--- src/rtl/ai_core_acc_pkg.sv ---
// Shared types and default widths for the carry-save accumulator datapath.
package ai_core_acc_pkg;

  typedef enum logic [1:0] {
    IDLE = 2'd0,
    ACC  = 2'd1,
    DONE = 2'd2
  } acc_state_t;

  localparam int DefInSize  = 16;
  localparam int DefAccSize = 32;
  localparam int DefOutSize = 24;
  localparam int DefBeatsW  = 8;

  // Narrowest accumulator that holds the worst-case sum of 2^beatsW-1 beats
  function automatic int minAccSize(input int inSize, input int beatsW);
    return inSize + 1 + beatsW;
  endfunction

endpackage

--- src/rtl/acc_saturator.sv ---
// Combinational signed clamp from the wide accumulator to the result width,
// flagging when the value did not fit.
module acc_saturator #(
  parameter int ACC_SIZE = 32,
  parameter int OUT_SIZE = 24
) (
  input  logic [ACC_SIZE-1:0] acc_i,
  output logic [OUT_SIZE-1:0] data_o,
  output logic                ovf_o
);

  localparam logic [OUT_SIZE-1:0] MaxVal = {1'b0, {(OUT_SIZE-1){1'b1}}};
  localparam logic [OUT_SIZE-1:0] MinVal = {1'b1, {(OUT_SIZE-1){1'b0}}};

  logic [ACC_SIZE-OUT_SIZE:0] upperBits;

  // The value fits only if every bit above the result's sign bit matches it
  always_comb begin
    upperBits = acc_i[ACC_SIZE-1:OUT_SIZE-1];
    ovf_o     = !((&upperBits) || !(|upperBits));
    if (ovf_o) begin
      data_o = acc_i[ACC_SIZE-1] ? MinVal : MaxVal;
    end else begin
      data_o = acc_i[OUT_SIZE-1:0];
    end
  end

endmodule

--- src/rtl/csa_accumulator.sv ---
// Multi-beat carry-save final adder and accumulator with a valid/ready result.
// Define AI_CORE_CSA_ACC_SAT_EN to clamp the result instead of wrapping it.
module csa_accumulator
  import ai_core_acc_pkg::*;
#(
  parameter int IN_SIZE  = DefInSize,
  parameter int ACC_SIZE = DefAccSize,
  parameter int OUT_SIZE = DefOutSize,
  parameter int BEATS_W  = DefBeatsW
) (
  input  logic                clk_i,
  input  logic                rst_i,
  input  logic                start_i,
  input  logic [BEATS_W-1:0]  len_i,
  input  logic                in_valid_i,
  output logic                in_ready_o,
  input  logic [IN_SIZE-1:0]  in_sum_i,
  input  logic [IN_SIZE-1:0]  in_carry_i,
  output logic                out_valid_o,
  input  logic                out_ready_i,
  output logic [OUT_SIZE-1:0] out_data_o,
  output logic                ovf_o,
  output logic                busy_o
);

  if (ACC_SIZE < minAccSize(IN_SIZE, BEATS_W)) begin : gAccTooNarrow
    $error("csa_accumulator: ACC_SIZE too small for IN_SIZE and BEATS_W");
  end
  if (OUT_SIZE > ACC_SIZE) begin : gOutTooWide
    $error("csa_accumulator: OUT_SIZE exceeds ACC_SIZE");
  end

  acc_state_t          state_q, state_d;
  logic [ACC_SIZE-1:0] acc_q, acc_d;
  logic [BEATS_W-1:0]  remaining_q, remaining_d;
  logic [OUT_SIZE-1:0] out_data_q, out_data_d;
  logic                ovf_q, ovf_d;

  logic [ACC_SIZE-1:0] accSum;
  logic [OUT_SIZE-1:0] convData;
  logic                convOvf;

  assign accSum = acc_q
                + {{(ACC_SIZE-IN_SIZE){in_sum_i[IN_SIZE-1]}}, in_sum_i}
                + {{(ACC_SIZE-IN_SIZE){in_carry_i[IN_SIZE-1]}}, in_carry_i};

`ifdef AI_CORE_CSA_ACC_SAT_EN
  acc_saturator #(
    .ACC_SIZE(ACC_SIZE),
    .OUT_SIZE(OUT_SIZE)
  ) u_sat (
    .acc_i (accSum),
    .data_o(convData),
    .ovf_o (convOvf)
  );
`else
  assign convData = accSum[OUT_SIZE-1:0];
  assign convOvf  = 1'b0;
`endif

  always_ff @(posedge clk_i or posedge rst_i) begin
    if (rst_i) begin
      state_q     <= IDLE;
      acc_q       <= '0;
      remaining_q <= '0;
      out_data_q  <= '0;
      ovf_q       <= 1'b0;
    end else begin
      state_q     <= state_d;
      acc_q       <= acc_d;
      remaining_q <= remaining_d;
      out_data_q  <= out_data_d;
      ovf_q       <= ovf_d;
    end
  end

  // The result registers load on the same edge as the final beat so the
  // value is presented one cycle after the last acceptance.
  always_comb begin
    state_d     = state_q;
    acc_d       = acc_q;
    remaining_d = remaining_q;
    out_data_d  = out_data_q;
    ovf_d       = ovf_q;
    unique case (state_q)
      IDLE: begin
        if (start_i) begin
          acc_d = '0;
          if (len_i != '0) begin
            state_d     = ACC;
            remaining_d = len_i;
          end else begin
            state_d    = DONE;
            out_data_d = '0;
            ovf_d      = 1'b0;
          end
        end
      end
      ACC: begin
        if (in_valid_i) begin
          acc_d       = accSum;
          remaining_d = remaining_q - BEATS_W'(1);
          if (remaining_q == BEATS_W'(1)) begin
            state_d    = DONE;
            out_data_d = convData;
            ovf_d      = convOvf;
          end
        end
      end
      DONE: begin
        if (out_ready_i) begin
          state_d = IDLE;
          acc_d   = '0;
        end
      end
      default: state_d = IDLE;
    endcase
  end

  always_comb begin
    in_ready_o  = (state_q == ACC);
    out_valid_o = (state_q == DONE);
    busy_o      = (state_q != IDLE);
    out_data_o  = out_data_q;
    ovf_o       = ovf_q;
  end

endmodule

--- config.mk ---
export PLATFORM = sky130hd
export DESIGN_NAME = csa_accumulator
export DESIGN_NICKNAME = d
export VERILOG_FILES = /design/src/rtl/ai_core_acc_pkg.sv /design/src/rtl/acc_saturator.sv /design/src/rtl/csa_accumulator.sv
export SDC_FILE = /design/constraint.sdc
export NUM_CORES = 1
export LEC_CHECK = 0
export CAP_MARGIN = 0
export CORE_MARGIN = 3
export CORE_UTILIZATION = 37
export DETAILED_ROUTE_END_ITERATION = 16
export GPL_TIMING_DRIVEN = 0
export PLACE_DENSITY = 0.7
export SLEW_MARGIN = 20
export SYNTH_ARGS = -nofsm -noshare
export SYNTH_HDL_FRONTEND = slang
export SYNTH_HIERARCHICAL = 1
export SYNTH_SLANG_ARGS = --single-unit
--- constraint.sdc ---
create_clock -name clk_i -period 2.9 [get_ports clk_i]
set_clock_uncertainty 0.15 [all_clocks]
set_input_delay 0.435 -clock clk_i [delete_from_list [all_inputs] [get_ports clk_i]]
set_output_delay 0.435 -clock clk_i [all_outputs]
set_load 0.03 [all_outputs]
==> results of run 1 <==
-- cell type report --
class                   instances  share of cell area [%]
multi-input cells             326                    49.4
flip-flops and latches         58                    25.1
repair buffers                 94                    16.1
well taps                     136                    2.94
clock buffers                  11                    2.45
plain buffers                  19                    1.47
clock inverters                 5                    1.34
inverters                      15                    1.15
-- worst max path at each step --
stage | startpoint | end | slack, ns | depth (start not counted)
floorplan | in_carry_i[1] | out_data_o[23]$_DFFE_PP0P_ | -0.11 | 12
global placement | in_sum_i[15] | acc_q[20]$_DFFE_PP0P_ | -1.05 | 10
detailed placement | in_sum_i[15] | acc_q[20]$_DFFE_PP0P_ | -1.06 | 10
CTS | acc_q[1]$_DFFE_PP0P_ | out_data_o[23]$_DFFE_PP0P_ | -0.21 | 12
global route | acc_q[1]$_DFFE_PP0P_ | out_data_o[23]$_DFFE_PP0P_ | -0.34 | 12
finish | in_carry_i[0] | acc_q[19]$_DFFE_PP0P_ | -0.23 | 12
-- through the flow --
step	util, %	cell area [um2]
final	55.0	5780
after global routing	55.0	5780
after CTS	51.3	5390
after detailed placement	47.4	4990
after global placement	47.2	4960
after floorplan	-	4080
-- critical path, stage by stage --
cell and delay [ns]:
clkdlybuf4s50_1 0.43, fa_2 0.38, ha_2 0.21, fa_2 0.36, a21o_1 0.21, a31o_4 0.24, a21oi_4 0.19, o31ai_4 0.11
buf_4 0.16, o21ai_4 0.16, xor2_2 0.24, o21ai_1 0.08
-- repair_timing --
action / 4_1_cts / 5_1_grt
endpoints found under the setup margin: 31 / 34
buffers inserted: 8 / 16
pin swaps: 24 / 42
resized for setup: 38 / 63
-- metal layers --
metal  vias up  part of all wire (%)
met2       111                    49
met4         0                   2.0
met3        20                   4.9
met5         -                     0
met1      1794                    44
li1       1694                     -
-- flip-flops by register name (all words and copies together), names as in the netlist --
name         cells
remaining_q      8
acc_q           24
out_data_o      24
state_q          2
-- cells in the mapped netlist, drive strengths merged (5+ instances only) --
library cell  count  area share [%]
nand2            61             5.6
dfrtp            58              36
o21ai            37             4.5
a21oi            35             4.7
ha               25             7.7
fa               24              12
nor2             20             1.9
a22o             19             4.1
clkbuf           17             1.6
inv              15             1.4
xnor2            11             2.4
xor2             11             2.4
o31ai             9             2.0
a21o              8             1.5
nor3              7            0.86
mux2              6             1.7
nand2b            6            0.92
nand3             6            0.74
a211oi            5            0.92
a31oi             5            0.77
buf               5            0.77
nand4             5            0.77
-- logic make-up after synthesis --
kind of cell               after synthesis  synth area share, %
AOI/OAI and AO/OA                      132                 21.9
and+or+nand+nor                        116                 12.8
DFF                                     58                 35.7
adders and majority gates               49                 19.5
buffers and inverters                   37                 3.72
xor gates and xnor gates                22                 4.73
muxes                                    6                 1.66
other                                    1               0.0921
-- where the power goes --
group	switching (mW)	internal, mW
clock	0.351	0.505
combinational	3.21	2.53
sequential	0.276	1.19
==> reports/summary.txt, run 1 <==
Worst-path clk slew: 0.08 ns
GPL Wtd Cong: 0.949
Final critical-path share of the clock period: 108%
Height of the chip: 111 um
FF+latch area: 1450 um2
Setup TNS: -2.51 ns
R2R setup slack: -0.22 ns
Met3 GRT Util: 4.59%
Vias per cell: 5.45
Yosys warns: 6
GRT overflow: 0
Initial antenna violation count: 0
Most frequent cells in the layout: nand2_1 (59), dfrtp_1 (58), clkdlybuf4s50_1 (52)
Starting Density: 38.7%
CTS tree: done
Hold_buf cts: 0
Slew of the pin with the lowest slew margin: 0.656 ns
Total power draw: 8.07 mW
Antenna viol nets, final: 0
Post-synthesis cell count: 421
Row cnt: 37
Most common cell after layout, fill and taps aside: nand2_1
Min Tclk post-route: 3.13 ns
Synth unique cells: 52
Pin count of the biggest net entering global routing: 40
First-pass GRT wire length: 17,700 um
Crit Path Max Fanout: 4
Pre-CTS setup slack: -1.06 ns
IO Count: 73
Die width: 111 um
FF-to-FF path depth: 13
Avg WL per Cell: 17.6 um
Status: complete, but fails checks
Number of global-route vias before repair: 3,572
RSZ-0062 raised after global routing: yes
Max H-tree Level: 3
Final WS setup: -0.231 ns
Clock insertion delay at the later pin of the skew report: 0.35 ns
Clk sinks: 58
Footprint of the multi-input gates: 2860 um2
CP endpoint kind: flip-flop
Share of cells above drive strength 1: 20.5%
MaxCap Viol Count: 0
Post-synthesis register bit count: 58
Final Slew Violations: 0
Startpoint Class: input pin
Num CTS Buffers: 9
Pleak: 2.58 nW
Antenna diode count: 0
CTS Buffer Depth: 2
Worst EP required: 2.98 ns
Final hold slack: 0.226 ns
Post-synth EDFFs: 0
Net count, final: 617
Max frequency: 319 MHz
Reg-to-reg endpoint: acc_q[19]$_DFFE_PP0P_
Maximum vdd drop: 523 uV
Root Buffer: clkbuf_8
Layout Cells excl Fill: 664
Async set-reset flop share out of synthesis: 100%
PD cells: 1400 nW/um2
Critical path class: input pin to flip-flop
DRT iter0 DRCs: 170
Drt pass-1 iters: 5
Port Buffer Count: 71
GRT busiest layer: met2
Core Region: 10,500 um2
Area Overhead vs Synth: 42.0%
Critical Path AT: 3.21 ns
Mapped Avg Cell Area: 9.67 um2
Final Hold Violating Endpoints: 0
Slew HR: 56.3%
Routed Wire Length: 11,700 um
Netlist area before placement: 4070 um2
Gr usage total: 17.9%
Synth Net Count: 515
Die ar.: 12,300 um2
Number of setup violations in the final report: 20
Residual DRC count: 0
RR Startpoint: acc_q[1]$_DFFE_PP0P_
Sequential share of the synthesized area: 35.7%
Grt met1 use: 23.2%
Total number of vias: 3,619
HPWL after detailed placement: 8130 um
Failing checks: negative setup slack
Class of the worst hold path: input pin to asynchronous set/reset pin
Grt met2 use: 29.5%
Cells after DPL: 629
Filler cell count: 894
Synth Flop Type: dfrtp_1
Power figures use the tool's default switching activity.
==> run 2, diff against run 1 <==
--- a/config.mk
+++ b/config.mk
@@ -5,12 +5,13 @@
 export SDC_FILE = /design/constraint.sdc
 export NUM_CORES = 1
 export LEC_CHECK = 0
+export ABC_AREA = 1
 export CAP_MARGIN = 0
 export CORE_MARGIN = 3
 export CORE_UTILIZATION = 37
 export DETAILED_ROUTE_END_ITERATION = 16
 export GPL_TIMING_DRIVEN = 0
-export PLACE_DENSITY = 0.7
+export PLACE_DENSITY = 0.69
 export SLEW_MARGIN = 20
 export SYNTH_ARGS = -nofsm -noshare
 export SYNTH_HDL_FRONTEND = slang
==> reports/summary.txt, run 2 <==
CTS tree: done
Min Tclk post-route: 2.83 ns (-0.298 ns)
Yosys warns: 6 (unchanged)
Worst EP required: 2.98 ns (about the same)
Critical Path Sink: out_data_o[17]$_DFFE_PP0P_
R2R setup slack: 0.31 ns (+0.53 ns)
Port Buffer Count: 71 (unchanged)
Residual DRC count: 0 (unchanged)
Leading area contributor after synthesis: dfrtp_1
Setup TNS: 0 ns (+2.51 ns)
Sequential share of the synthesized area: 31.4% (-4.2 points)
Starting Density: 38.1% (-0.60 points)
Footprint of the multi-input gates: 2840 um2 (-0.66%)
Pleak: 3.07 nW (+19%)
Share of cells above drive strength 1: 9.32% (-11 points)
Die width: 118 um (+6.2%)
MaxCap Viol Count: 0 (unchanged)
Max H-tree Level: 3 (unchanged)
Num CTS Buffers: 9 (unchanged)
Slew of the pin with the lowest slew margin: 0.645 ns (-0.0110 ns)
Core Region: 12,100 um2 (+15%)
Initial antenna violation count: 0 (unchanged)
Ranking of synthesized cells by area: dfrtp_1 (31%), nand2_1 (21%), fa_1 (10%)
CTS Buffer Depth: 2 (unchanged)
Startpoint Class: input pin
Crit path launch: in_sum_i[1]
Gr usage total: 19.0% (+1.1 points)
Area Overhead vs Synth: 29.9%
IO Count: 73 (unchanged)
Post-synthesis cell count: 660 (+57%)
Class of the worst hold path: input pin to asynchronous set/reset pin
Crit Path Max Fanout: 4 (unchanged)
HPWL after detailed placement: 9820 um (+21%)
First-pass GRT wire length: 21,300 um (+20%)
Row cnt: 40 (+8.1%)
Async set-reset flop share out of synthesis: 100% (unchanged)
Antenna diode count: 0 (unchanged)
CP endpoint kind: flip-flop
Critical Path AT: 2.91 ns (-0.30 ns)
Filler cell count: 1,239 (+39%)
Vias per cell: 4.76 (-13%)
FF-to-FF path depth: 11 (-2)
Layout Utilization: 49.5% (-5.5 points)
Net count, final: 840 (+36%)
Maximum vdd drop: 508 uV (-3.0%)
Synth unique cells: 29 (-44%)
Die ar.: 13,900 um2 (+13%)
Most frequent cells in the layout: nand2_1 (243), inv_1 (88), clkdlybuf4s50_1 (69)
Routed Wire Length: 12,700 um (+8.8%)
Worst-path clk slew: 0.05 ns (-0.03 ns)
Height of the chip: 118 um (+6.2%)
Count leader, synth: nand2_1
Avg WL per Cell: 13.8 um (-21%)
Most frequent cells after synthesis: nand2_1 (254), inv_1 (90), dfrtp_1 (58)
Synth Net Count: 754 (+46%)
DRT iter0 DRCs: 292 (+72%)
Netlist area before placement: 4620 um2 (+13%)
Synth Flop Type: dfrtp_1
Yosys top cell area share: 31.4% (-4.2 points)
Status: complete, no violations
Slew HR: 57.0% (+0.73 points)
Final Slew Violations: 0 (unchanged)
Mapped Avg Cell Area: 7.00 um2 (-28%)
Final WS setup: 0.0673 ns (+0.298 ns)
Hold_buf cts: 0 (unchanged)
GRT overflow: 0 (unchanged)
RR Startpoint: acc_q[9]$_DFFE_PP0P_
Post-synth EDFFs: 0 (unchanged)
Max frequency: 353 MHz (+11%)
Final critical-path share of the clock period: 97.7% (-10 points)
FF+latch area: 1450 um2 (unchanged)
Number of global-route vias before repair: 4,427 (+24%)
Total number of vias: 4,379 (+21%)
Post-synthesis register bit count: 58 (unchanged)
PD cells: 1020 nW/um2 (-27%)
Number of setup violations in the final report: 0 (-100%)
Clk sinks: 58 (unchanged)
Root Buffer: clkbuf_16
Reg-to-reg endpoint: out_data_o[19]$_DFFE_PP0P_
Final Hold Violating Endpoints: 0 (unchanged)
Clock insertion delay at the later pin of the skew report: 0.34 ns (about the same)
Pre-CTS setup slack: -0.654 ns (+0.404 ns)
Pin count of the biggest net entering global routing: 38 (-5.0%)
Drt pass-1 iters: 4 (-1)
Critical path class: input pin to flip-flop
Antenna viol nets, final: 0 (unchanged)
Most common cell after layout, fill and taps aside: nand2_1
GPL Wtd Cong: 0.919 (-3.1%)
run 2: cell count changes after synthesis, moves of 10 or more:
| cell | before | now |
|---|---|---|
| o21ai_1 | 28 | 9 |
| nand2_1 | 61 | 254 |
| inv_1 | 15 | 90 |
| a22o_1 | 19 | 0 |
| a21oi_1 | 33 | 23 |
| nor2_1 | 19 | 49 |
| nand3_1 | 6 | 24 |
| nand4_1 | 5 | 22 |
| xnor2_1 | 11 | 1 |
| o21ai_0 | 9 | 36 |
| clkbuf_1 | 17 | 5 |
run 2: final cells by class:
type | instances | share of cell area [%]
well taps | 168 | 3.51
plain buffers | 15 | 1.59
flip-flops and latches | 58 | 24.2
clock inverters | 5 | 0.918
inverters | 95 | 6.07
multi-input cells | 492 | 47.3
repair buffers | 75 | 12.5
clock buffers | 11 | 3.88
run 2: worst max-delay path: stages:
cell and delay (ns):
clkdlybuf4s50_1 0.45, inv_1 0.05, fa_1 0.55, inv_2 0.05, ha_4 0.17, fa_2 0.35, nand2_2 0.08, nand2_2 0.07
and2_4 0.16, nand2_2 0.07, nand2_4 0.07, nand2_4 0.07, nand3b_1 0.10, nand4_1 0.15, nand2_1 0.07
run 2: logic make-up after synthesis:
| logic type | after synthesis | synth area share [%] |
|---|---|---|
| flip-flops | 58 | 31.4 |
| XOR/XNOR | 4 | 0.759 |
| adder cells (fa/ha/maj) | 49 | 17.2 |
| other | 1 | 0.0812 |
| buffers and inverters | 110 | 9.86 |
| AND/OR/NAND/NOR | 368 | 33.0 |
| AO/OA/AOI/OAI | 70 | 7.72 |
run 2: stage by stage:
| step | instances | power [mW] | hold WS [ns] | area, um2 |
|---|---|---|---|---|
| 3_5_place_dp | 900 | 4.86 | 0.313 | 5560 |
| 2_1_floorplan | 660 | 3.77 | 0.312 | 4620 |
| 4_1_cts | 918 | 5.99 | 0.267 | 5900 |
| 3_3_place_gp | 899 | 4.81 | 0.318 | 5540 |
| 5_1_grt | 919 | 6.67 | 0.295 | 6000 |
| 6_report | 919 | 6.11 | 0.253 | 6000 |
run 2: timing repair:
item,in CTS,in global routing
hold endpoints to repair,0,0
setup endpoints to repair,27,29
gates cloned,0,0
pin swaps,5,6
buffers inserted,2,1
resized for setup,15,28
run 2: worst min path at each step:
stage | start | endpoint | slack, ns | cells after the start
floorplan | acc_q[0]$_DFFE_PP0P_ | acc_q[0]$_DFFE_PP0P_ | 0.31 | 2
global placement | out_data_o[10]$_DFFE_PP0P_ | out_data_o[10]$_DFFE_PP0P_ | 0.32 | 2
detailed placement | out_data_o[1]$_DFFE_PP0P_ | out_data_o[1]$_DFFE_PP0P_ | 0.31 | 2
CTS | rst_i | out_data_o[7]$_DFFE_PP0P_ | 0.27 | 2
global route | rst_i | out_data_o[5]$_DFFE_PP0P_ | 0.29 | 2
finish | rst_i | out_data_o[7]$_DFFE_PP0P_ | 0.25 | 2
run 2: power by group:
group / switching (mW) / total (mW) / internal (mW)
clock network: 0.391 / 1.05 / 0.662
logic: 2.44 / 3.79 / 1.35
registers: 0.176 / 1.27 / 1.09
total: 3.01 / 6.11 / 3.10
run 2: per-layer routing:
| layer | track usage (%) | vias to the layer above | wire length, um |
|---|---|---|---|
| met5 | 0 | - | 0 |
| met4 | 5.93 | 0 | 250 |
| met3 | 3.46 | 17 | 537 |
| met2 | 31.5 | 93 | 5960 |
| met1 | 25.2 | 2031 | 5940 |
| li1 | - | 2238 | - |
==> run 3, diff against run 2 <==
--- a/config.mk
+++ b/config.mk
@@ -8,10 +8,10 @@
 export ABC_AREA = 1
 export CAP_MARGIN = 0
 export CORE_MARGIN = 3
-export CORE_UTILIZATION = 37
+export CORE_UTILIZATION = 50
 export DETAILED_ROUTE_END_ITERATION = 16
 export GPL_TIMING_DRIVEN = 0
-export PLACE_DENSITY = 0.69
+export PLACE_DENSITY = 0.86
 export SLEW_MARGIN = 20
 export SYNTH_ARGS = -nofsm -noshare
 export SYNTH_HDL_FRONTEND = slang
==> reports/summary.txt, run 3 (same netlist as run 2, synthesis figures left out) <==
Switch Pwr: 3.01 mW (about the same)
Maximum vdd drop: 572 uV (+13%)
Pleak: 3.04 nW (-1.1%)
Cell Area, Placed: 5470 um2 (-1.7%)
Status: complete, no violations
Slew of the pin with the lowest slew margin: 0.723 ns (+0.0779 ns)
Antenna viol nets, final: 0 (unchanged)
PD cells: 1010 nW/um2 (-1.1%)
Number of global-route vias before repair: 4,551 (+2.8%)
Pint: 2.83 mW (-8.6%)
Root Buffer: clkbuf_8
Antenna diode count: 0 (unchanged)
Port Buffer Count: 71 (unchanged)
Crit path buf inv count: 1 (-2)
CP endpoint kind: flip-flop
Row cnt: 34 (-15%)
Net Sw Frac: 51.5% (+2.3 points)
Number of setup violations in the final report: 0 (unchanged)
CTS Buffer Depth: 2 (unchanged)
Total number of vias: 4,560 (+4.1%)
Slowest cell on crit path: fa_1
Max H-tree Level: 3 (unchanged)
GRT overflow: 0 (unchanged)
Area Overhead vs Synth: 25.7%
Pin count of the biggest net entering global routing: 59 (+55%)
Most frequent CP cell: nand2_1
Worst-path clk slew: 0.07 ns (+0.02 ns)
Routed Wire Length: 12,800 um (+0.99%)
MaxCap Viol Count: 0 (unchanged)
Residual DRC count: 0 (unchanged)
Total power draw: 5.85 mW (-4.3%)
Most common cell after layout, fill and taps aside: nand2_1
Startpoint Class: input pin
Sequential share of power: 21.8% (+1.0 points)
Critical path class: input pin to flip-flop
Height of the chip: 102 um (-13%)
Clock insertion delay at the later pin of the skew report: 0.34 ns (about the same)
Vias per cell: 5.31 (+12%)
Layout Utilization: 65.6% (+16 points)
Min Tclk post-route: 2.77 ns (-0.0643 ns)
Crit Path Max Fanout: 6 (+2)
Max frequency: 361 MHz (+2.3%)
Die width: 102 um (-13%)
Crit path max-delay family: simple AND/OR/NAND/NOR gates
Gr usage total: 25.8% (+6.8 points)
Final critical-path share of the clock period: 95.5% (-2.2 points)
Avg WL per Cell: 14.9 um (+8.2%)
First-pass GRT wire length: 21,200 um (-0.52%)
Final Hold Violating Endpoints: 0 (unchanged)
Clk sinks: 58 (unchanged)
Class of the worst hold path: flip-flop to flip-flop
Clock Power Share: 12.6% (-4.6 points)
Core Region: 8850 um2 (-27%)
Worst-path cell chain: clkdlybuf4s50_1 -> fa_1 -> ha_2 -> nand2_1 -> nand3_1 -> nand2_1 -> nand2_1 -> nand3_1 -> nand3b_1 -> nand4_1 -> nand2_1
Most frequent cells in the layout: nand2_1 (244), inv_1 (87), clkdlybuf4s50_1 (67)
GPL Wtd Cong: 0.967 (+5.2%)
Critical Path Max Stage Delay: 0.50 ns (-0.05 ns)
Die ar.: 10,400 um2 (-25%)
DRT iter0 DRCs: 194 (-34%)
RSZ-0062 raised after global routing: no
CTS tree: done
Starting Density: 52.2% (+14 points)
Worst EP required: 3.02 ns (+0.04 ns)
Final instance area: 5800 um2 (-3.2%)
HPWL after detailed placement: 9980 um (+1.7%)
IO Count: 73 (unchanged)
Final WS setup: 0.132 ns (+0.0643 ns)
Initial antenna violation count: 0 (unchanged)
Num CTS Buffers: 9 (unchanged)
Combinational Power Share: 65.6% (+3.6 points)
Share of cells above drive strength 1: 8.67% (-0.65 points)
Critical Path AT: 2.89 ns (-0.02 ns)
Final Slew Violations: 0 (unchanged)
Slew HR: 51.8% (-5.2 points)
Pre-CTS setup slack: -0.646 ns (+0.00784 ns)
Net count, final: 839 (-0.12%)
Drt pass-1 iters: 5 (+1)
[run 3: cell types whose count changed in the layout (fill, tap and decap cells not counted), sizes merged]
| cell | delta |
|---|---|
| buf | -1 |
| clkdlybuf4s50 | -2 |
| dlymetal6s2s | +2 |
[run 3: cell type report]
cell class,count,area (um2)
tap,108,135
buffer,15,95.1
fill,793,3050
multi-input combinational,492,2840
clock buffer,11,131
clock inverter,5,55.1
inverter,95,364
sequential,58,1450
timing repair buffer,74,734
[run 3: worst register-to-register path: cells and delay by family, from the launching register on]
kind / cells / cell delay (ns)
buffers and inverters: 3 / 0.27
flip-flops: 1 / 0.34
adder cells (fa/ha/maj): 3 / 1.09
AND/OR/NAND/NOR: 2 / 0.24
AO/OA/AOI/OAI: 3 / 0.48
[run 3: final timing paths]
check | depth (start not counted) | slack (ns) | from | to
max | 11 | 0.13 | in_sum_i[3] | out_data_o[16]$_DFFE_PP0P_
min | 2 | 0.34 | out_data_o[22]$_DFFE_PP0P_ | out_data_o[22]$_DFFE_PP0P_
max reg2reg | 11 | 0.25 | acc_q[1]$_DFFE_PP0P_ | out_data_o[11]$_DFFE_PP0P_
min reg2reg | 2 | 0.34 | out_data_o[22]$_DFFE_PP0P_ | out_data_o[22]$_DFFE_PP0P_
max in group asynchronous | 2 | 1.68 | rst_i | acc_q[19]$_DFFE_PP0P_
min in group asynchronous | 2 | 0.44 | rst_i | out_data_o[4]$_DFFE_PP0P_
[run 3: routing by layer]
layer / wire length, um / part of all wire, % / GRT usage, % / up-vias
li1: - / - / - / 2232
met4: 321 / 2.5 / 7.67 / 0
met3: 819 / 6.4 / 5.32 / 32
met1: 5540 / 43 / 33.4 / 2131
met5: 0 / 0 / 0 / -
met2: 6120 / 48 / 43.7 / 165
[run 3: power groups by stage]
stage          sequential (mW)  combinational [mW]  clock, mW
2_1_floorplan             1.46                2.31          0
3_3_place_gp              1.27                3.48          0
3_5_place_dp              1.28                3.61          0
4_1_cts                   1.27                3.69      0.742
5_1_grt                   1.30                4.27      0.790
6_report                  1.27                3.84      0.735
[run 3: timing repair]
action | in CTS | in global routing
resized for setup | 17 | 23
endpoints found under the setup margin | 27 | 31
pin swaps | 5 | 9
hold buffers | 0 | 0
gates cloned | 0 | 0
buffers inserted | 3 | 0
[run 3: metrics by stage]
stage                     setup TNS (ns)  std cells  hold slack [ns]
final                                  0        858            0.335
after global routing                   0        858            0.348
after CTS                              0        858            0.336
after detailed placement          -15.71        839            0.315
after global placement            -21.07        839            0.312
after floorplan                        0        660            0.312
